## src/rtl/tracker_pkg.sv

```systemverilog
// ============================================================================
//  tracker_pkg
//  Shared encodings for the step position tracker and its status slot.
//  Rev 1.0
// ============================================================================
`default_nettype none

package tracker_pkg;

    typedef enum logic [1:0] {
        S_IDLE   = 2'd0,
        S_TRACK  = 2'd1,
        S_REPORT = 2'd2
    } state_t;

    typedef enum logic [1:0] {
        CODE_DONE  = 2'b01,
        CODE_LIMIT = 2'b10,
        CODE_STALL = 2'b11
    } status_code_t;

    // Register-file slot that receives the tracker status word.
    localparam logic [4:0] c_WB_REG_DEFAULT = 5'd27;

endpackage

`default_nettype wire

```

## src/rtl/step_edge_counter.sv

```systemverilog
// ============================================================================
//  step_edge_counter
//  Rising-edge step counter with direction, zeroing and saturating soft limits.
//  Rev 1.0
// ============================================================================
`default_nettype none

module step_edge_counter #(
    parameter int                       POS_W   = 32,
    parameter logic signed [POS_W-1:0]  MIN_POS = -32'sd100000,
    parameter logic signed [POS_W-1:0]  MAX_POS = 32'sd100000
) (
    input  logic                clock,
    input  logic                reset,
    input  logic                step_in,
    input  logic                dir_in,
    input  logic                zero_pos,
    input  logic                clr_limit,
    output logic                step_edge,
    output logic [POS_W-1:0]    position,
    output logic                limit_hit
);

    localparam logic signed [POS_W:0] c_MAX_EXT = {MAX_POS[POS_W-1], MAX_POS};
    localparam logic signed [POS_W:0] c_MIN_EXT = {MIN_POS[POS_W-1], MIN_POS};

    logic                       r_step_q;
    logic signed [POS_W-1:0]    r_position;
    logic                       r_limit_hit;
    logic signed [POS_W:0]      w_sum;
    logic                       w_out_of_range;

    assign step_edge = step_in & ~r_step_q;

    // One extra bit keeps the limit compare free of wrap-around.
    assign w_sum = {r_position[POS_W-1], r_position}
                 + (dir_in ? (POS_W+1)'(1) : {(POS_W+1){1'b1}});
    assign w_out_of_range = (w_sum > c_MAX_EXT) || (w_sum < c_MIN_EXT);

    always_ff @(posedge clock or posedge reset) begin
        if (reset) begin
            r_step_q    <= 1'b0;
            r_position  <= '0;
            r_limit_hit <= 1'b0;
        end else begin
            r_step_q <= step_in;
            if (clr_limit)
                r_limit_hit <= 1'b0;
            if (zero_pos) begin
                r_position <= '0;
            end else if (step_edge) begin
                if (w_out_of_range)
                    r_limit_hit <= 1'b1;
                else
                    r_position <= w_sum[POS_W-1:0];
            end
        end
    end

    assign position  = r_position;
    assign limit_hit = r_limit_hit;

endmodule

`default_nettype wire

```

## src/rtl/step_position_tracker.sv

```systemverilog
// ============================================================================
//  step_position_tracker
//  Tracks axis position against an armed target and writes back a status word.
//  Rev 1.0
// ============================================================================
`default_nettype none

module step_position_tracker
    import tracker_pkg::*;
#(
    parameter int                       POS_W        = 32,
    parameter logic signed [POS_W-1:0]  MIN_POS      = -32'sd100000,
    parameter logic signed [POS_W-1:0]  MAX_POS      = 32'sd100000,
    parameter int                       STALL_CYCLES = 200000,
    parameter logic [4:0]               WB_REG       = c_WB_REG_DEFAULT
) (
    input  logic                clock,
    input  logic                reset,
    input  logic                step_in,
    input  logic                dir_in,
    input  logic                zero_pos,
    input  logic                cmd_valid,
    input  logic [POS_W-1:0]    cmd_target,
    output logic                cmd_ready,
    output logic                wb_valid,
    input  logic                wb_ready,
    output logic [4:0]          wb_reg,
    output logic [POS_W-1:0]    wb_data,
    output logic [POS_W-1:0]    position,
    output logic                busy,
    output logic                limit_hit
);

    localparam int                      c_STALL_W    = (STALL_CYCLES > 2) ? $clog2(STALL_CYCLES) : 1;
    localparam logic [c_STALL_W-1:0]    c_STALL_LAST = c_STALL_W'(STALL_CYCLES - 1);

    state_t                 r_state;
    logic [POS_W-1:0]       r_target;
    logic [c_STALL_W-1:0]   r_stall_cnt;
    logic                   r_cmd_ready;
    logic                   r_wb_valid;
    logic                   r_busy;
    logic [POS_W-1:0]       r_wb_data;
    logic                   w_accept;
    logic                   w_step_edge;
    logic [POS_W-1:0]       w_position;
    logic                   w_limit_hit;

    assign w_accept = (r_state == S_IDLE) && cmd_valid && r_cmd_ready;

    step_edge_counter #(
        .POS_W   (POS_W),
        .MIN_POS (MIN_POS),
        .MAX_POS (MAX_POS)
    ) u_counter (
        .clock     (clock),
        .reset     (reset),
        .step_in   (step_in),
        .dir_in    (dir_in),
        .zero_pos  (zero_pos),
        .clr_limit (w_accept),
        .step_edge (w_step_edge),
        .position  (w_position),
        .limit_hit (w_limit_hit)
    );

    always_ff @(posedge clock or posedge reset) begin
        if (reset) begin
            r_state     <= S_IDLE;
            r_target    <= '0;
            r_stall_cnt <= '0;
            r_cmd_ready <= 1'b1;
            r_wb_valid  <= 1'b0;
            r_busy      <= 1'b0;
            r_wb_data   <= '0;
        end else begin
            case (r_state)
                S_IDLE: begin
                    if (w_accept) begin
                        r_target    <= cmd_target;
                        r_stall_cnt <= '0;
                        r_cmd_ready <= 1'b0;
                        r_busy      <= 1'b1;
                        r_state     <= S_TRACK;
                    end
                end
                S_TRACK: begin
                    // Exit checks use the registered position, so DONE lands one cycle after the edge.
                    if (w_position == r_target) begin
                        r_wb_data  <= {CODE_DONE, w_position[POS_W-3:0]};
                        r_wb_valid <= 1'b1;
                        r_state    <= S_REPORT;
                    end else if (w_limit_hit) begin
                        r_wb_data  <= {CODE_LIMIT, w_position[POS_W-3:0]};
                        r_wb_valid <= 1'b1;
                        r_state    <= S_REPORT;
                    end else if (r_stall_cnt == c_STALL_LAST) begin
                        r_wb_data  <= {CODE_STALL, w_position[POS_W-3:0]};
                        r_wb_valid <= 1'b1;
                        r_state    <= S_REPORT;
                    end else if (w_step_edge) begin
                        r_stall_cnt <= '0;
                    end else begin
                        r_stall_cnt <= r_stall_cnt + 1'b1;
                    end
                end
                S_REPORT: begin
                    if (r_wb_valid && wb_ready) begin
                        r_wb_valid  <= 1'b0;
                        r_busy      <= 1'b0;
                        r_cmd_ready <= 1'b1;
                        r_state     <= S_IDLE;
                    end
                end
                default: begin
                    r_state     <= S_IDLE;
                    r_wb_valid  <= 1'b0;
                    r_busy      <= 1'b0;
                    r_cmd_ready <= 1'b1;
                end
            endcase
        end
    end

    assign cmd_ready = r_cmd_ready;
    assign wb_valid  = r_wb_valid;
    assign wb_data   = r_wb_data;
    assign wb_reg    = WB_REG;
    assign busy      = r_busy;
    assign position  = w_position;
    assign limit_hit = w_limit_hit;

endmodule

`default_nettype wire
```

## config.mk

```make
export PLATFORM = sky130hd
export DESIGN_NAME = step_position_tracker
export DESIGN_NICKNAME = d
export VERILOG_FILES = /design/src/rtl/tracker_pkg.sv /design/src/rtl/step_edge_counter.sv /design/src/rtl/step_position_tracker.sv
export SDC_FILE = /design/constraint.sdc
export NUM_CORES = 1
export LEC_CHECK = 0
export ABC_AREA = 1
export ABC_CLOCK_PERIOD_IN_PS = 8350
export BUFFER_PORTS_ARGS = -buffer_cell sky130_fd_sc_hd__buf_2
export CAP_MARGIN = 20
export CORE_ASPECT_RATIO = 1.2
export CORE_MARGIN = 2
export CORE_UTILIZATION = 35
export DETAILED_ROUTE_END_ITERATION = 10
export PLACE_DENSITY = 0.5
export RECOVER_POWER = 50
export SETUP_SLACK_MARGIN = 0.02
export SYNTH_ARGS = -nofsm -noshare
export SYNTH_HDL_FRONTEND = slang
export SYNTH_SLANG_ARGS = --single-unit
```

## constraint.sdc

```tcl
create_clock -name clock -period 8.35 [get_ports clock]
set_clock_uncertainty 0.2 [all_clocks]
set_input_delay 0.4175 -clock clock [delete_from_list [all_inputs] [get_ports clock]]
set_output_delay 0.4175 -clock clock [all_outputs]
set_load 0.05 [all_outputs]
```

==> out/qor.yml <==
clock_latency_ns: 0.41
num_rows: 62
setup.worst_path.class: "flip-flop to flip-flop"
seqCellArea_mm2: 0.00303
clock_path_buffers: 2
synth_area_leaders: "dfrtp_1 (35%), nand2_1 (24%), inv_1 (8.8%), ha_1 (4.8%), nand3_1 (4.5%)"
p_per_area_mw_per_mm2: 360
antenna_found_initial: 0
design_area_mm2: 0.00994
violations: "max-capacitance violations, max-slew violations"
worst-path-max-fanout: 32
path_cells: "inv_1 > fa_1 > inv_1 > nand2_1 > nand2_1 > nand3_1 > nand2_1 > nand2_1 > nand2_1 > nand2_1 > nand2_1 > nand2_1 > nor2_1 > nand2_1 > nand2_1 > nand2_1 > nand3_1 > nand3_2 > nand2_1 > nand2_1 > nand2_1"
cts_tree: "built"
post_cts_resize_count: 0
drive_above_1_share_pct: 7.80
clk_pin_slew_ns: 0.06
clock-sinks: 121
yosys_warnings: 0
io_buffer_count: 106
fin_util_pct: 41.5
hold_class: "primary input to flip-flop"
avgSynthCellArea_um2: 6.58
grt_max_degree: 63
routed_wl_um: 27500
crit_path_start_kind: "flip-flop"
viasPerCell: 4.74
dp_cells: 1700
status: "finished with violations"
maxCapViolations: 2
fin_ws_ns: 3.70
cts-htree-levels: 4
die_area_mm2: 0.0256
core_area_mm2: 0.0240
cts_buffers: 17
slowest_delay_ns: 0.94
dp_slack_ns: 3.65
clock-root-buffer: "clkbuf_16"
power_mw: 3.58
max_freq_mhz: 215
fin_crit_sh_pct: 55.7
tns_ns: 0
cp.arrival_ns: 4.80
start_util_pct: 35.6
synth_area_mm2: 0.00853
stdcell_count: 1743
io_pins: 112
multi_input_area_mm2: 0.00460
worstMarginPinSlew_ns: 2.66
dp_hpwl_um: 21700
post-route-min-period_ns: 4.65
yosysUniqueCellTypes: 39
grt_overflow: 0
nFillCells: 2613
first_global_vias: 8074
synth_top_area_share_pct: 35.2
yosys.area.top_type: "dfrtp_1"
antennaDiodeCount: 0
syn_to_final_growth_pct: 16.6
ant_nets: 0
place_area_mm2: 0.00937
die_x_um: 146
drtIter0Drc: 509
peakVddDrop_mv: 0.246
drc_errors: 0
maxSlewViolCount: 94
crit_path_top_delay_cell: "nand2_1"
synthCells: 1295
wl_per_cell_um: 15.8
holdWs_ns: 0.00906
end_kind: "flip-flop"
cp_common_cell: "nand2_1"
grt_usage_pct: 21.7
die_h_um: 175
gp_congestion: 0.898
first_pass_iters: 6
rsz0062_at_grt: "false"
max_slew_margin_pct: -78.4
crit_required_ns: 8.49
vias: 8258
leakage_nw: 5.40
finalSetupViolations: 0
ys_seq_elements: 121
grt_first_pass_wirelength_um: 43400
ys_seq_area_share_pct: 35.5
nets: 1483
finalHoldViolCount: 0
==> synthesized netlist by cell type <==
master,number
o2111ai_1,3
nand4_1,30
buf_6,2
or2_2,9
and2_1,5
nand3_1,77
buf_4,9
xor2_1,7
o221ai_1,1
o21a_1,2
o31ai_1,1
o22ai_1,1
nand3_4,1
and3_1,2
a21o_1,2
nor3b_1,1
nand2_1,536
mux2_2,22
nor3_1,18
a21oi_1,41
a22oi_1,2
ha_1,33
nand3_2,1
a21boi_0,2
inv_1,199
dfstp_2,1
fa_1,1
clkbuf_1,16
conb_1,2
nor2_2,4
nor2_1,87
nand2_2,1
nand3b_1,1
nor4_1,5
dfrtp_1,120
buf_1,2
o21ai_0,26
a2bb2oi_1,1
xnor2_1,21
==> power breakdown <==
part	switching [mW]	internal, mW	total [mW]
Clock	0.280	0.410	0.689
Sequential	0.213	0.793	1.01
Combinational	1.36	0.524	1.88
Total	1.85	1.73	3.58
==> sequential cells by signal, indices dropped and copies added, names as in the netlist <==
signal               count
r_stall_cnt             18
wb_valid                 1
r_state                  2
u_counter.limit_hit      1
wb_data                 32
u_counter.position      32
r_target                32
cmd_ready                1
u_counter.r_step_q       1
busy                     1
==> final timing paths <==
kind                                                    from                                 end  slack (ns)  cells past startpoint
hold reg to reg                      wb_data[25]$_DFFE_PP0P_             wb_data[25]$_DFFE_PP0P_        0.29                      2
setup reg to reg           u_counter.position[0]$_DFFE_PP0P_  u_counter.position[22]$_DFFE_PP0P_        3.70                     21
min in group asynchronous                              reset             wb_data[21]$_DFFE_PP0P_        1.06                      3
setup / recovery           u_counter.position[0]$_DFFE_PP0P_  u_counter.position[22]$_DFFE_PP0P_        3.70                     21
max in group asynchronous                              reset            r_target[14]$_DFFE_PP0P_        5.11                      4
hold / removal                                 cmd_target[6]             r_target[6]$_DFFE_PP0P_       0.009                      3
==> critical path, delay by kind of cell (launching register included) <==
kind,cells,cell delay (ns)
simple gates,18,2.98
flops,1,0.65
fa+ha+maj,1,0.42
buf+inv,2,0.32
==> layer usage <==
metal,part of all wire (%),track usage (%),vias to the layer above
li1,-,-,4258
met1,45,27.6,3819
met2,50,38.7,150
met3,2.6,2.92,31
met4,1.8,6.03,0
met5,0,0,-
==> kinds of logic (layout without fill, tap and decap cells) <==
kind of cell,after synthesis,in the layout,share of synthesized area (%)
buffers and inverters,228,353,10.6
flip-flops,121,121,35.5
multiplexers,22,22,2.91
AND/OR/NAND/NOR,778,778,37.6
other,2,5,0.0881
XOR/XNOR,28,28,2.88
AO/OA/AOI/OAI,82,82,5.31
adder cells (fa/ha/maj),34,34,5.08
==> cell type report <==
cell class | count | area share [%]
Multi-Input combinational cell | 949 | 46.3
Sequential cell | 121 | 30.5
Inverter | 199 | 7.53
Timing Repair Buffer | 122 | 6.08
Clock buffer | 18 | 4.32
Tap cell | 320 | 4.03
Clock inverter | 14 | 1.27
==> placed cells by master (no fill, tap or decap), drive strengths merged, types with 2 or more instances in the layout <==
master,synthesis,layout
a21boi,2,2
a21o,2,2
a21oi,41,41
a22oi,2,2
and2,5,5
and3,2,2
buf,13,40
clkbuf,16,89
clkinv,0,6
clkinvlp,0,6
conb,2,5
dfrtp,120,120
dlygate4sd3,0,11
ha,33,33
inv,199,200
mux2,22,22
nand2,537,537
nand3,79,79
nand4,30,30
nor2,91,91
nor3,18,18
nor4,5,5
o2111ai,3,3
o21a,2,2
o21ai,26,26
or2,9,9
xnor2,21,21
xor2,7,7
==> timing repair <==
| item | CTS | global route |
|---|---|---|
| hold endpoints to repair | 69 | 0 |
| buffers inserted | 0 | 0 |
| hold buffers | 11 | 0 |
| endpoints found under the setup margin | 0 | 0 |
Power figures use the tool's default switching activity.
